[src/rtl/viterbi_pkg.sv]
// Shared constants for the Viterbi frame controller: FSM state encodings,
// symbol width and default latency/tail parameters.
package viterbi_pkg;

  localparam int unsigned SymW       = 2;
  localparam int unsigned TbDepthDef = 16;
  localparam int unsigned TailLenDef = 2;

  typedef logic [2:0] state_t;

  localparam state_t StIdle  = 3'd0;
  localparam state_t StClear = 3'd1;
  localparam state_t StRun   = 3'd2;
  localparam state_t StFlush = 3'd3;
  localparam state_t StDrain = 3'd4;

endpackage

[src/rtl/viterbi_out_framer.sv]
// Counts core output strobes per frame, discards warm-up and tail bits and
// re-frames the surviving payload bits with sof/eof markers.
module viterbi_out_framer
  import viterbi_pkg::*;
#(
  parameter int unsigned TB_DEPTH = TbDepthDef,
  parameter int unsigned TAIL_LEN = TailLenDef,
  parameter int unsigned CNT_W    = 11
) (
  input  logic             clk,
  input  logic             rst,
  input  logic             clear,
  input  logic             active,
  input  logic             len_final,
  input  logic [CNT_W-1:0] frame_len,
  input  logic             dec,
  input  logic             dec_valid,
  output logic [CNT_W-1:0] out_cnt,
  output logic             m_bit,
  output logic             m_valid,
  output logic             m_sof,
  output logic             m_eof
);

  localparam logic [CNT_W-1:0] TbDepthC = CNT_W'(TB_DEPTH);
  localparam logic [CNT_W-1:0] TailLenC = CNT_W'(TAIL_LEN);
  localparam logic [CNT_W-1:0] OneC     = CNT_W'(1);

  logic [CNT_W-1:0] out_cnt_q;
  logic             pulse, in_payload, fwd, is_first, is_last;
  logic             m_bit_q, m_valid_q, m_sof_q, m_eof_q;

  // Before the frame length is final, any bit past warm-up is payload: the
  // core lags the input by TB_DEPTH symbols, so tail bits only emerge later.
  always_comb begin
    pulse      = active && dec_valid;
    in_payload = !len_final ||
                 ((frame_len > TailLenC) && (out_cnt_q + TailLenC < TbDepthC + frame_len));
    fwd        = pulse && (out_cnt_q >= TbDepthC) && in_payload;
    is_first   = (out_cnt_q == TbDepthC);
    is_last    = len_final && (out_cnt_q + TailLenC + OneC == TbDepthC + frame_len);
  end

  always_ff @(posedge clk) begin
    if (rst) begin
      out_cnt_q <= '0;
      m_bit_q   <= 1'b0;
      m_valid_q <= 1'b0;
      m_sof_q   <= 1'b0;
      m_eof_q   <= 1'b0;
    end else begin
      m_valid_q <= fwd;
      m_sof_q   <= fwd && is_first;
      m_eof_q   <= fwd && is_last;
      m_bit_q   <= fwd && dec;
      if (clear) begin
        out_cnt_q <= '0;
      end else if (pulse) begin
        out_cnt_q <= out_cnt_q + OneC;
      end
    end
  end

  assign out_cnt = out_cnt_q;
  assign m_bit   = m_bit_q;
  assign m_valid = m_valid_q;
  assign m_sof   = m_sof_q;
  assign m_eof   = m_eof_q;

endmodule

[src/rtl/viterbi_frame_ctrl.sv]
// Frame sequencer for viterbi_core: clears the core, feeds symbols, flushes
// traceback and re-frames output. VITERBI_CTRL_STATS_EN adds frame/error counters.
module viterbi_frame_ctrl
  import viterbi_pkg::*;
#(
  parameter int unsigned TB_DEPTH  = TbDepthDef,
  parameter int unsigned TAIL_LEN  = TailLenDef,
  parameter int unsigned MAX_FRAME = 1024,
  parameter int unsigned CLR_CYC   = 2,
  parameter int unsigned CNT_W     = 11
) (
  input  logic            clk,
  input  logic            rst,
  input  logic [SymW-1:0] s_sym_i,
  input  logic            s_valid_i,
  input  logic            s_sof_i,
  input  logic            s_eof_i,
  output logic            s_ready_o,
  output logic            core_rst_n_o,
  output logic [SymW-1:0] core_data_o,
  output logic            core_valid_o,
  input  logic            core_dec_i,
  input  logic            core_dec_valid_i,
  output logic            m_bit_o,
  output logic            m_valid_o,
  output logic            m_sof_o,
  output logic            m_eof_o,
  output logic            busy_o,
  output logic            frame_err_o
`ifdef VITERBI_CTRL_STATS_EN
  ,
  output logic [15:0]     frame_cnt_o,
  output logic [7:0]      err_cnt_o
`endif
);

  localparam logic [CNT_W-1:0] TbDepthC   = CNT_W'(TB_DEPTH);
  localparam logic [CNT_W-1:0] TailLenC   = CNT_W'(TAIL_LEN);
  localparam logic [CNT_W-1:0] MaxFrameC  = CNT_W'(MAX_FRAME);
  localparam logic [CNT_W-1:0] ClrLastC   = CNT_W'(CLR_CYC - 1);
  localparam logic [CNT_W-1:0] FlushLastC = CNT_W'(TB_DEPTH - 1);

  state_t           state_q, state_d;
  logic [CNT_W-1:0] in_cnt_q, in_next, aux_cnt_q, out_cnt;
  logic [SymW-1:0]  core_data_q;
  logic             core_valid_q, core_rst_n_q, err_q, err_set, hs;

  assign in_next = in_cnt_q + CNT_W'(1);
  assign hs      = s_valid_i && s_ready_o;

  // In IDLE the sof beat is left on the bus so RUN accepts it as symbol 0.
  always_comb begin
    state_d   = state_q;
    s_ready_o = 1'b0;
    err_set   = 1'b0;
    case (state_q)
      StIdle: begin
        if (s_valid_i) begin
          if (s_sof_i) begin
            state_d = StClear;
          end else begin
            s_ready_o = 1'b1;
            err_set   = 1'b1;
          end
        end
      end
      StClear: begin
        if (aux_cnt_q == ClrLastC) state_d = StRun;
      end
      StRun: begin
        s_ready_o = 1'b1;
        if (s_valid_i) begin
          if (s_sof_i && (in_cnt_q != '0)) err_set = 1'b1;
          if (s_eof_i || (in_next == MaxFrameC)) begin
            state_d = StFlush;
            if (!s_eof_i || (in_next <= TailLenC)) err_set = 1'b1;
          end
        end
      end
      StFlush: begin
        if (aux_cnt_q == FlushLastC) state_d = StDrain;
      end
      StDrain: begin
        if (out_cnt == in_cnt_q + TbDepthC) state_d = StIdle;
      end
      default: state_d = StIdle;
    endcase
  end

  always_ff @(posedge clk) begin
    if (rst) begin
      state_q      <= StIdle;
      in_cnt_q     <= '0;
      aux_cnt_q    <= '0;
      core_data_q  <= '0;
      core_valid_q <= 1'b0;
      core_rst_n_q <= 1'b0;
      err_q        <= 1'b0;
    end else begin
      state_q      <= state_d;
      aux_cnt_q    <= (state_d != state_q) ? '0 : aux_cnt_q + CNT_W'(1);
      core_rst_n_q <= (state_d != StClear);
      err_q        <= err_q | err_set;
      core_valid_q <= 1'b0;
      if (state_q == StClear) in_cnt_q <= '0;
      if ((state_q == StRun) && hs) begin
        core_data_q  <= s_sym_i;
        core_valid_q <= 1'b1;
        in_cnt_q     <= in_next;
      end
      if (state_q == StFlush) begin
        core_data_q  <= '0;
        core_valid_q <= 1'b1;
      end
    end
  end

  viterbi_out_framer #(
    .TB_DEPTH (TB_DEPTH),
    .TAIL_LEN (TAIL_LEN),
    .CNT_W    (CNT_W)
  ) u_framer (
    .clk       (clk),
    .rst       (rst),
    .clear     (state_q == StClear),
    .active    ((state_q == StRun) || (state_q == StFlush) || (state_q == StDrain)),
    .len_final ((state_q == StFlush) || (state_q == StDrain)),
    .frame_len (in_cnt_q),
    .dec       (core_dec_i),
    .dec_valid (core_dec_valid_i),
    .out_cnt   (out_cnt),
    .m_bit     (m_bit_o),
    .m_valid   (m_valid_o),
    .m_sof     (m_sof_o),
    .m_eof     (m_eof_o)
  );

`ifdef VITERBI_CTRL_STATS_EN
  logic [15:0] frame_cnt_q;
  logic [7:0]  err_cnt_q;

  always_ff @(posedge clk) begin
    if (rst) begin
      frame_cnt_q <= '0;
      err_cnt_q   <= '0;
    end else begin
      if ((state_q == StDrain) && (state_d == StIdle) && (frame_cnt_q != '1)) begin
        frame_cnt_q <= frame_cnt_q + 16'd1;
      end
      if (err_set && (err_cnt_q != '1)) err_cnt_q <= err_cnt_q + 8'd1;
    end
  end

  assign frame_cnt_o = frame_cnt_q;
  assign err_cnt_o   = err_cnt_q;
`endif

  assign core_rst_n_o = core_rst_n_q;
  assign core_data_o  = core_data_q;
  assign core_valid_o = core_valid_q;
  assign busy_o       = (state_q != StIdle);
  assign frame_err_o  = err_q;

endmodule
[config.mk]
export PLATFORM = sky130hd
export DESIGN_NAME = viterbi_frame_ctrl
export DESIGN_NICKNAME = d
export VERILOG_FILES = /design/src/rtl/viterbi_pkg.sv /design/src/rtl/viterbi_out_framer.sv /design/src/rtl/viterbi_frame_ctrl.sv
export SDC_FILE = /design/constraint.sdc
export NUM_CORES = 1
export LEC_CHECK = 0
export BUFFER_PORTS_ARGS = -buffer_cell sky130_fd_sc_hd__buf_2
export CAP_MARGIN = 20
export CORE_MARGIN = 2
export CORE_UTILIZATION = 40
export DETAILED_ROUTE_END_ITERATION = 16
export GPL_ROUTABILITY_DRIVEN = 1
export PLACE_DENSITY_LB_ADDON = 0.05
export SLEW_MARGIN = 5
export SYNTH_ARGS = -nofsm -noshare
export SYNTH_HDL_FRONTEND = slang
export SYNTH_HIERARCHICAL = 1
export SYNTH_SLANG_ARGS = --single-unit
[constraint.sdc]
create_clock -name clk -period 3.3 [get_ports clk]
set_input_delay 0.66 -clock clk [delete_from_list [all_inputs] [get_ports clk]]
set_output_delay 0.66 -clock clk [all_outputs]
set_load 0.03 [all_outputs]
# After elaboration in Yosys (flattened, before gate mapping)
# Index checks and enable logic that the tools add are counted.
[totals] in_bits=9 register_bits=45 elab_cells=81
[op_classes] n_addsub=6 muxes=20 n_lt_le_gt_ge=4 n_reduce_logical=26 n_eq_ne=12 bitwise_logic=1
[ops] op="$add 11x1->11 const B" n=4
[ops] op="$eq 11x11->1" n=2
[ops] op="$mux 11" n=2
[ops] op="$mux 3" n=7
[ops] op="$pmux 3 s5" n=1
[ops] op="$add 11x2->11 const B" n=1
[ops] op="$add 5x11->11 const A" n=1
[ops] op="$eq 11x1->1 const B" n=1
[ops] op="$eq 11x11->1 const B" n=1
[ops] op="$eq 11x4->1 const B" n=1
[ops] op="$eq 11x5->1 const B" n=1
[ops] op="$ge 11x5->1 const B" n=1
[ops] op="$gt 11x2->1 const B" n=1
[ops] op="$le 11x2->1 const B" n=1
[ops] op="$logic_and 1x1->1" n=11
[ops] op="$lt 11x11->1" n=1
[ops] op="$reduce_bool 11->1" n=1
[ops] op="$mux 1" n=8
[ops] op="$eq 3x2->1 const B" n=2
[ops] op="$logic_or 1x1->1" n=6
[ops] op="$reduce_or 2->1" n=3
[ops] op="$pmux 1 s2" n=2
[ops] op="$eq 3x1->1 const B" n=1
[ops] op="$eq 3x3->1 const B" n=1
[ops] op="7 further kinds" n=8

# Logic depth before layout (Yosys ltp)
# Gate-level depths: netlist (run 1).
[logic_depth] depth_word=8 depth_mapped=10 ltp_nobuf=10

# Hierarchy
# Netlist (run 1), hierarchy kept.
[by_module_without_submodules] module="viterbi_frame_ctrl" seq_area_each_um2=600.6 cells_each=262 area_each_um2=2011.9 n_inst=1
[by_module_without_submodules] module="viterbi_out_framer" seq_area_each_um2=300.3 cells_each=210 area_each_um2=1601.5 n_inst=1

# Least setup slack after synthesis (run 1)
# OpenSTA, ideal clock, no wires.
[synth_path] path_type="reg2reg" start="register u_framer.out_cnt_q[7] (netlist: u_framer/out_cnt[7])" end="register u_framer.m_eof_q (netlist: u_framer/m_eof)" stages_incl_launch_ff=11 arrival_ns=2.571 setup_ns=0.091 path_slack_ns=0.638 path_cell_list="dfxtp_1 -> clkbuf_1 -> nand4_1 -> o31a_1 -> or2_2 -> ha_1 -> a21o_1 -> a311o_1 -> o22ai_1 -> a21o_1 -> nor4bb_1"
[synth_between] elab_chain_len=6 word_cells_on_any_way=11 cone_classes="add/sub: 2; order compare: 2; eq/ne: 1; reduce/logical: 6"
[synth_rtl] element="start, declared" line="viterbi_out_framer.sv:29" source="logic [CNT_W-1:0] out_cnt_q;"
[synth_rtl] element="start signal, assigned" line="viterbi_out_framer.sv:59" source="out_cnt_q <= out_cnt_q + OneC;"
[synth_rtl] element="parallel branches: the longest is 5 deep, another holds $add 11x2->11"
[synth_rtl] element="$logic_and 1x1->1 (*)" line="viterbi_out_framer.sv:54" source="m_eof_q <= fwd && is_last;"
[synth_rtl] element="end signal, assigned" line="viterbi_out_framer.sv:54"
[synth_rtl] element="end, declared" line="viterbi_out_framer.sv:31" source="logic m_bit_q, m_valid_q, m_sof_q, m_eof_q;"
# Mark *: on every way between the ends.
# A chain may end at the register's enable or synchronous reset.

# Worst setup path in the final report (run 1)
# Same ends and word-level chain as after synthesis.

==> results of run 1 <==
flip-flops by register name, indices dropped and copies added, names as in the netlist:
| name | count |
|---|---|
| u_framer/out_cnt | 11 |
| aux_cnt_q | 11 |
| u_framer/m_bit | 1 |
| core_valid_o | 1 |
| u_framer/m_sof | 1 |
| in_cnt_q | 11 |
| u_framer/m_eof | 1 |
| state_q | 3 |
| core_data_o | 2 |
| core_rst_n_o | 1 |
| frame_err_o | 1 |
| u_framer/m_valid | 1 |
layer usage:
| metal | vias up | track usage |
|---|---|---|
| met5 | - | 0 |
| met3 | 6 | 0.03050 |
| li1 | 1702 | - |
| met4 | 0 | 0.05690 |
| met2 | 53 | 0.3306 |
| met1 | 1595 | 0.2821 |
kinds of logic (layout without fill, tap and decap cells):
kind of cell	after synthesis	after routing	share of synthesized area
simple gates	194	194	0.2739
compound gates	100	100	0.1877
buf+inv	55	66	0.07271
xor+xnor	49	49	0.1188
flops	45	45	0.2493
fa+ha+maj	25	25	0.08657
mux	4	4	0.01108
worst max-delay path, cell delays in order, from the launching register on:
cell and delay [ns]:
dfxtp_1 0.56, nand4_1 0.22, o31a_1 0.32, or2_2 0.30, ha_1 0.30, a21o_1 0.18
a311o_1 0.33, o22ai_1 0.11, a21o_1 0.17, nor4bb_1 0.26
final timing paths:
check	slack, ns	from	endpoint
worst max register to register	0.46	u_framer/out_cnt[7]$_SDFFE_PP0P_	u_framer/m_eof$_SDFF_PP0_
worst max-delay path	0.46	u_framer/out_cnt[7]$_SDFFE_PP0P_	u_framer/m_eof$_SDFF_PP0_
worst min-delay path	0.47	aux_cnt_q[0]$_SDFF_PP0_	aux_cnt_q[0]$_SDFF_PP0_
worst min register to register	0.47	aux_cnt_q[0]$_SDFF_PP0_	aux_cnt_q[0]$_SDFF_PP0_
report_power, final:
group | internal [µW] | total [µW] | switching, µW
Combinational | 30.1 | 89.3 | 59.2
Clock | 231 | 450 | 219
Sequential | 551 | 561 | 10.1
cell type report:
type,count,area [µm²],area share
flip-flops and latches,45,900.9,0.2317
repair buffers,31,185.2,0.04762
well taps,108,135.1,0.03475
multi-input cells,372,2450,0.6300
clock inverters,3,47.55,0.01223
inverters,27,101.3,0.02606
clock buffers,5,68.82,0.01770
through the flow:
stage          hold WS (ns)  utilization
4_1_cts              0.4832       0.4459
3_3_place_gp         0.4496       0.4326
2_1_floorplan        0.4333            -
6_report             0.4734       0.4459
5_1_grt              0.5238       0.4459
3_5_place_dp         0.4588       0.4326
placed cells by master (no fill, tap or decap), drive strengths merged, types with 4 or more instances in the layout:
master   n
clkbuf   5
or3      7
buf     31
xnor2   27
xor2    22
and2     4
nand4   11
a31oi    6
nand2   35
nor4     7
mux2i    4
a21oi   25
o211ai   7
nor3    17
nor2b    5
a211oi   7
and3     7
ha      25
nand3   26
dfxtp   45
a21o     9
o21ai   17
nor2    52
inv     29
or2      4
==> flow_summary.json, run 1 <==
{
  "drtPass1Iterations": 4,
  "port_buffers": 19,
  "wl_per_cell_um": 15.86,
  "status": "finished clean",
  "wl_met1_um": 4611,
  "finalCritPeriodShare": 0.8593,
  "yosysSeqAreaShare": 0.2493,
  "tightestPinTransition_ns": 0.8133,
  "post_cts_buffers": 0,
  "ctsResizeCount": 0,
  "hpwl_um": 6903,
  "rsz0062_at_grt": "false",
  "final_nets": 516,
  "die_h_um": 99.05,
  "grt_max_degree": 23,
  "drt.antenna.violating_nets": 0,
  "ys_dominant_reg_cell": "dfxtp_1",
  "final_cell_area_um2": 3889,
  "holdCritPathClass": "flop to flop",
  "worst_slew_margin_rel": 0.4558,
  "dpl_cell_area_um2": 3772,
  "cts_buffer_depth": 2,
  "io_pins": 20,
  "yosys_warnings": 6,
  "drt_iter0_markers": 269,
  "cp.arrival_ns": 3.06,
  "core_area_um2": 8721,
  "clock_sinks": 45,
  "area_growth_pct": 7.618,
  "yosys.area.top_type": "dfxtp_1",
  "min_path_cells": 1,
  "synth_edf_count": 0,
  "syn-cell-area_um2": 3613,
  "p_per_area_nw_per_um2": 283.1,
  "ir_drop_mv": 0.1704,
  "period_minus_slack_ns": 2.836,
  "pre_cts_slack_ns": 0.4669,
  "required_ns": 3.52,
  "hold_violations": 0,
  "end_kind": "flop",
  "yosys.cell_types.count": 63,
  "drv_cap": 0,
  "dp_cells": 583,
  "cts_root_buf": "clkbuf_8",
  "viasPerCell": 5.679,
  "finalSetupTns_ns": 0,
  "htree_levels": 2,
  "synthTopCellsByCount": "nor2_1 (52), dfxtp_1 (45), nand2_1 (35), xnor2_1 (27)",
  "grt_overflow_total": 0,
  "grt_usage": 0.2039,
  "fin_skew_ns": 0.006156,
  "synth_area_leaders": "dfxtp_1 (25%), ha_1 (8.7%), xnor2_1 (6.5%)",
  "start_util": 0.4143,
  "drc": 0,
  "final_cells": 591,
  "grt_pass1_wl_um": 16200,
  "finalPower_uw": 1101,
  "numCtsBuffers": 5,
  "fillers": 899,
  "setup_viol": 0,
  "num_vias": 3356,
  "path_clk_slew_ns": 0.10,
  "worst_slack_ns": 0.4642,
  "clk_latency_ns": 0.31,
  "yosys.cell_count.top_type": "nor2_1",
  "die_w_um": 99.05,
  "top_layer": "met4",
  "cp-start-kind": "flop",
  "yosysTopAreaCellShare": 0.2493,
  "cts_tree": "yes",
  "dieArea_um2": 9810,
  "diodes": 0,
  "grt_pass1_vias": 3187,
  "syn-num-nets": 506,
  "ys_ff_latch": 45,
  "r2r_cells": 9,
  "row_count": 34,
  "antenna_found_initial": 0,
  "routed_wl_um": 9373,
  "leakage_uw": 0.001514,
  "report.final.slew_viol_count": 0,
  "synth.avg_cell_area_um2": 7.656,
  "clock.fmax_mhz": 352.6,
  "dr_wl_met2_um": 4331,
  "holdBufCountCts": 0,
  "synthCells": 472,
  "place_congestion": 0.8463,
  "layout-drive-gt1-share": 0.09938,
  "crit_fanout": 10,
  "async_reset_ff_frac": 0,
  "timing_worst_setup_path_type": "flop to flop",
  "wl_met3_um": 325
}
Power figures use the tool's default switching activity.
==> run 2, diff against run 1 <==
Clock period 3.3 ns to 2.3 ns, I/O delays scaled along.
==> run 2 against run 1 <==
Net effect: the flow now finishes with violations (negative setup slack); register-to-register slack got worse by 0.56 ns; core utilization grew 8.8 points; sequential power is 41% higher; combinational power grew 76%; critical path depth is 1 higher; design area is 20% higher; critical endpoint unchanged; largest cell class unchanged; largest power group unchanged; highest routed layer unchanged.
==> flow_summary.json, run 2 (same netlist as run 1, synthesis figures left out) <==
{
  "drt_iter0_markers": 122,
  "row_count": 34,
  "cp-start-kind": "flop",
  "num_vias": 3653,
  "start_util": 0.4143,
  "required_ns": 2.52,
  "r2r_start": "u_framer/out_cnt[1]$_SDFFE_PP0P_",
  "end_kind": "flop",
  "final_cell_area_um2": 4657,
  "viasPerCell": 5.477,
  "die_w_um": 99.05,
  "crit_fanout": 5,
  "port_buffers": 19,
  "path_clk_slew_ns": 0.10,
  "dp_cells": 654,
  "violations": "negative setup slack",
  "worst_slack_ns": -0.1001,
  "antenna_found_initial": 0,
  "dieArea_um2": 9810,
  "grt_pass1_vias": 3597,
  "reg2reg_setup_slack_ns": -0.10,
  "path_cells": "ha_4 > buf_6 > xnor2_4 > inv_2 > and3_4 > or4b_4 > a22o_1 > a211oi_2 > a41oi_2 > nor4bb_2",
  "slowest_delay_ns": 0.45,
  "leakage_uw": 0.001905,
  "numCtsBuffers": 5,
  "period_minus_slack_ns": 2.400,
  "tightestPinTransition_ns": 0.3728,
  "grt_max_degree": 22,
  "p_sw_uw": 412.9,
  "timing_worst_setup_path_type": "flop to flop",
  "cts_tree": "yes",
  "cp.arrival_ns": 2.62,
  "die_h_um": 99.05,
  "dpl_cell_area_um2": 4363,
  "fillers": 852,
  "grt_pass1_wl_um": 17680,
  "status": "finished, violations left",
  "finalPower_uw": 1585,
  "holdBufCountCts": 0,
  "drv_cap": 0,
  "core_area_um2": 8721,
  "cts_buffer_depth": 2,
  "finalCritPeriodShare": 1.044,
  "io_pins": 20,
  "hpwl_um": 8062,
  "area_growth_pct": 28.88,
  "routed_wl_um": 10620,
  "hold_violations": 0,
  "critPathTopFamily": "simple AND/OR/NAND/NOR gates",
  "power_frac_clock": 0.401,
  "cpMaxStageDelayCell": "or4b_4",
  "diodes": 0,
  "fin_skew_ns": 0.006489,
  "grt_usage": 0.2216,
  "swShare": 0.2604,
  "cp.buffers_inverters": 2,
  "htree_levels": 2,
  "wl_per_cell_um": 15.91,
  "grt_overflow_total": 0,
  "place_congestion": 0.8331,
  "clk_latency_ns": 0.31,
  "clock_sinks": 45,
  "combPwrFrac": 0.099,
  "report.final.slew_viol_count": 0,
  "clock.fmax_mhz": 416.6,
  "startpoint": "u_framer/out_cnt[1]$_SDFFE_PP0P_",
  "rsz0062_at_grt": "true",
  "drtPass1Iterations": 4,
  "worst_slew_margin_rel": 0.7450,
  "p_int_uw": 1173,
  "final_common_cell": "buf_4",
  "drt.antenna.violating_nets": 0,
  "holdCritPathClass": "input port to flop",
  "final_cells": 667,
  "final_cell_mix": "buf_4 (86), nor2_1 (52), dfxtp_1 (34), nand2_1 (33), xnor2_1 (26)",
  "layout-drive-gt1-share": 0.2809,
  "p_seq_frac": 0.500,
  "multiInputGateArea_um2": 2610,
  "regArea_um2": 927.1,
  "final_nets": 592,
  "p_per_area_nw_per_um2": 340.4,
  "drc": 0,
  "hold_start": "core_dec_i",
  "cts_root_buf": "clkbuf_8",
  "ir_drop_mv": 0.2709,
  "setup_viol": 1
}
==> run 2: cell types whose count changed in the layout (fill, tap and decap cells not counted), sizes merged <==
cell	delta
buf	+76
clkbuf	+1
clkinv	+1
inv	-2
==> run 2: path summary, 6_finish.rpt <==
check | to | depth (start not counted)
max | u_framer/m_eof$_SDFF_PP0_ | 10
min reg2reg | aux_cnt_q[0]$_SDFF_PP0_ | 1
min | u_framer/m_bit$_SDFF_PP0_ | 2
max reg2reg | u_framer/m_eof$_SDFF_PP0_ | 10
==> run 2: final cells by class <==
cell class / instances / area share
multi-input combinational: 372 / 0.5605
sequential: 45 / 0.1991
timing repair buffer: 107 / 0.1658
tap: 108 / 0.02902
inverter: 27 / 0.02176
clock buffer: 6 / 0.01558
clock inverter: 2 / 0.008329
==> run 2: worst register-to-register path, delay by kind of cell (launching register included) <==
| family | cells | cell delay (ns) |
|---|---|---|
| AOI/OAI and AO/OA | 3 | 0.53 |
| xor gates and xnor gates | 1 | 0.12 |
| adders and majority gates | 1 | 0.17 |
| buffers and inverters | 2 | 0.20 |
| DFF | 1 | 0.38 |
| and+or+nand+nor | 3 | 0.91 |
==> run 2: stage by stage <==
stage | setup WS (ns) | TNS, ns | hold WS, ns | utilization
after detailed placement | -0.1291 | -1.425 | 0.4572 | 0.5003
after global routing | -0.2023 | -0.9777 | 0.3963 | 0.5340
after CTS | -0.06743 | -0.06743 | 0.3694 | 0.5232
after floorplan | 0.003463 | 0 | 0.4333 | -
final | -0.1001 | -0.1001 | 0.3641 | 0.5340
after global placement | -0.1095 | -1.147 | 0.4515 | 0.5003
==> run 2: power groups by stage <==
| stage | registers [µW] | logic, µW | clock network (µW) |
|---|---|---|---|
| after floorplan | 823 | 91.4 | 0 |
| after global placement | 815 | 147 | 0 |
| after detailed placement | 815 | 147 | 0 |
| after CTS | 795 | 158 | 649 |
| after global routing | 795 | 173 | 678 |
| final | 793 | 157 | 635 |
==> run 2: per-layer routing <==
metal | vias to the layer above | track usage | share of wire
met4 | 0 | 0.06533 | 0.021
met3 | 19 | 0.03333 | 0.032
met2 | 57 | 0.4002 | 0.50
met1 | 1717 | 0.2706 | 0.44
met5 | - | 0 | 0
li1 | 1860 | - | -
==> run 2: repair_timing <==
item | CTS | global route
setup buffers | 3 | 2
resized for setup | 14 | 18
pin swaps | 7 | 9
setup endpoints to repair | 14 | 15
==> run 3, diff against run 2 <==
Settings changed: CTS_BUF_LIST set to sky130_fd_sc_hd__clkbuf_4, HOLD_SLACK_MARGIN set to 0.1.
==> run 3 against run 2 <==
Net effect: core utilization hardly changed; flip-flop and latch count is the same; the flow still finishes with violations (negative setup slack); first-iteration DRC count is 3.3% higher; register-to-register slack improved by 0.03 ns; critical path depth unchanged; highest routed layer unchanged.
==> flow_summary.json, run 3 (same netlist as run 1, synthesis figures left out) <==
{
  "worstReg2RegEnd": "u_framer/m_eof$_SDFF_PP0_",
  "drtPass1Iterations": 4,
  "holdCritPathClass": "input port to flop",
  "required_ns": 2.58,
  "grt_pass1_vias": 3613,
  "rsz0062_at_grt": "true",
  "finalPower_uw": 1488,
  "cp.arrival_ns": 2.65,
  "drt_iter0_markers": 126,
  "clock_sinks": 45,
  "r2r_cells": 10,
  "routed_wl_um": 10690,
  "grt_overflow_total": 0,
  "min_path_cells": 2,
  "timing_worst_setup_path_type": "flop to flop",
  "r2r_start": "in_cnt_q[4]$_SDFFE_PP0P_",
  "start_util": 0.4143,
  "finalCritPeriodShare": 1.030,
  "report.final.slew_viol_count": 0,
  "violations": "negative setup slack",
  "path_cells": "ha_4 > nand2_2 > or3_4 > and2_4 > ha_4 > a21o_1 > a311o_1 > o22ai_1 > a21o_1 > nor4bb_2",
  "grt_usage": 0.2201,
  "numCtsBuffers": 5,
  "setup_viol": 2,
  "place_congestion": 0.8331,
  "io_pins": 20,
  "period_minus_slack_ns": 2.368,
  "final_common_cell": "buf_4",
  "final_cell_mix": "buf_4 (86), nor2_1 (52), dfxtp_1 (34), nand2_1 (33), xnor2_1 (26)",
  "post-route-util": 0.5344,
  "hold_start": "core_dec_i",
  "htree_levels": 2,
  "critPathTopFamily": "simple AND/OR/NAND/NOR gates",
  "cts_tree": "yes",
  "layout-drive-gt1-share": 0.2857,
  "crit_fanout": 4,
  "reg2reg_setup_slack_ns": -0.07,
  "startpoint": "in_cnt_q[4]$_SDFFE_PP0P_",
  "drt.antenna.violating_nets": 0,
  "drc": 0,
  "drv_cap": 0,
  "slowest_delay_ns": 0.39,
  "cp-start-kind": "flop",
  "row_count": 34,
  "die_h_um": 99.05,
  "cts_root_buf": "clkbuf_4",
  "clock.fmax_mhz": 422.3,
  "dieArea_um2": 9810,
  "cpMaxStageDelayCell": "dfxtp_4",
  "ir_drop_mv": 0.2832,
  "worst_slack_ns": -0.06794,
  "hold_path_end": "u_framer/m_bit$_SDFF_PP0_",
  "tightestPinTransition_ns": 0.3754,
  "viasPerCell": 5.470,
  "fin_skew_ns": 0.005647,
  "hold_violations": 0,
  "num_vias": 3654,
  "holdBufCountCts": 0,
  "wl_per_cell_um": 16.00,
  "antenna_found_initial": 0,
  "path_clk_slew_ns": 0.15,
  "cp.buffers_inverters": 0,
  "core_area_um2": 8721,
  "leakage_uw": 0.001908,
  "p_per_area_nw_per_um2": 319.3,
  "end_kind": "flop",
  "clk_latency_ns": 0.36,
  "status": "finished, violations left",
  "die_w_um": 99.05,
  "grt_pass1_wl_um": 17660,
  "worst_slew_margin_rel": 0.7433,
  "area_growth_pct": 28.98,
  "grt_max_degree": 22,
  "final_nets": 593,
  "cts_buffer_depth": 2,
  "diodes": 0,
  "port_buffers": 19,
  "hpwl_um": 8062
}
-- run 3: worst register-to-register path: cells and delay by family, from the launching register on --
kind,cells,cell delay [ns]
adders and majority gates,2,0.37
DFF,1,0.39
and+or+nand+nor,4,0.77
AOI/OAI and AO/OA,4,0.77
-- run 3: through the flow --
step	instance area, µm²	worst slack [ns]	instances	setup TNS (ns)	hold WS [ns]
2_1_floorplan	3694	0.003463	472	0	0.4333
3_3_place_gp	4363	-0.1095	654	-1.147	0.4515
3_5_place_dp	4363	-0.1291	654	-1.425	0.4572
4_1_cts	4551	-0.07737	666	-0.07737	0.2939
5_1_grt	4661	-0.1784	668	-0.3519	0.3267
6_report	4661	-0.06794	668	-0.07725	0.3139
-- run 3: worst max path at each step --
stage	cells after the start	slack, ns	end
finish	10	-0.07	u_framer/m_eof$_SDFF_PP0_
global route	10	-0.18	u_framer/m_eof$_SDFF_PP0_
CTS	10	-0.08	u_framer/m_eof$_SDFF_PP0_
detailed placement	9	-0.13	u_framer/m_eof$_SDFF_PP0_
global placement	7	-0.11	aux_cnt_q[5]$_SDFF_PP0_
floorplan	10	0.003	u_framer/m_eof$_SDFF_PP0_
-- run 3: cell type report --
cell class | count | area, µm²
clock inverters | 2 | 38.79
inverters | 27 | 101.3
fillers | 858 | 4060
well taps | 108 | 135.1
multi-input cells | 372 | 2616
flip-flops and latches | 45 | 927.1
clock buffers | 6 | 45.04
repair buffers | 108 | 797.0
-- run 3: power breakdown --
| group | internal, µW | switching [µW] |
|---|---|---|
| combinational | 67.1 | 99.9 |
| clock | 244 | 284 |
| sequential | 786 | 7.73 |
-- run 3: per-layer routing --
metal / vias to the layer above / track usage / part of all wire / wire [µm]
met2: 63 / 0.4002 / 0.50 / 5391
met1: 1710 / 0.2697 / 0.44 / 4741
met5: - / 0 / 0 / 0
met4: 0 / 0.06322 / 0.022 / 238
li1: 1860 / - / - / -
met3: 21 / 0.02908 / 0.030 / 317
-- run 3: what timing repair did --
action,in CTS,in global routing
gates resized for setup,16,17
buffers inserted,4,1
pin swaps,9,8
cloned,0,1
setup endpoints to repair,14,15
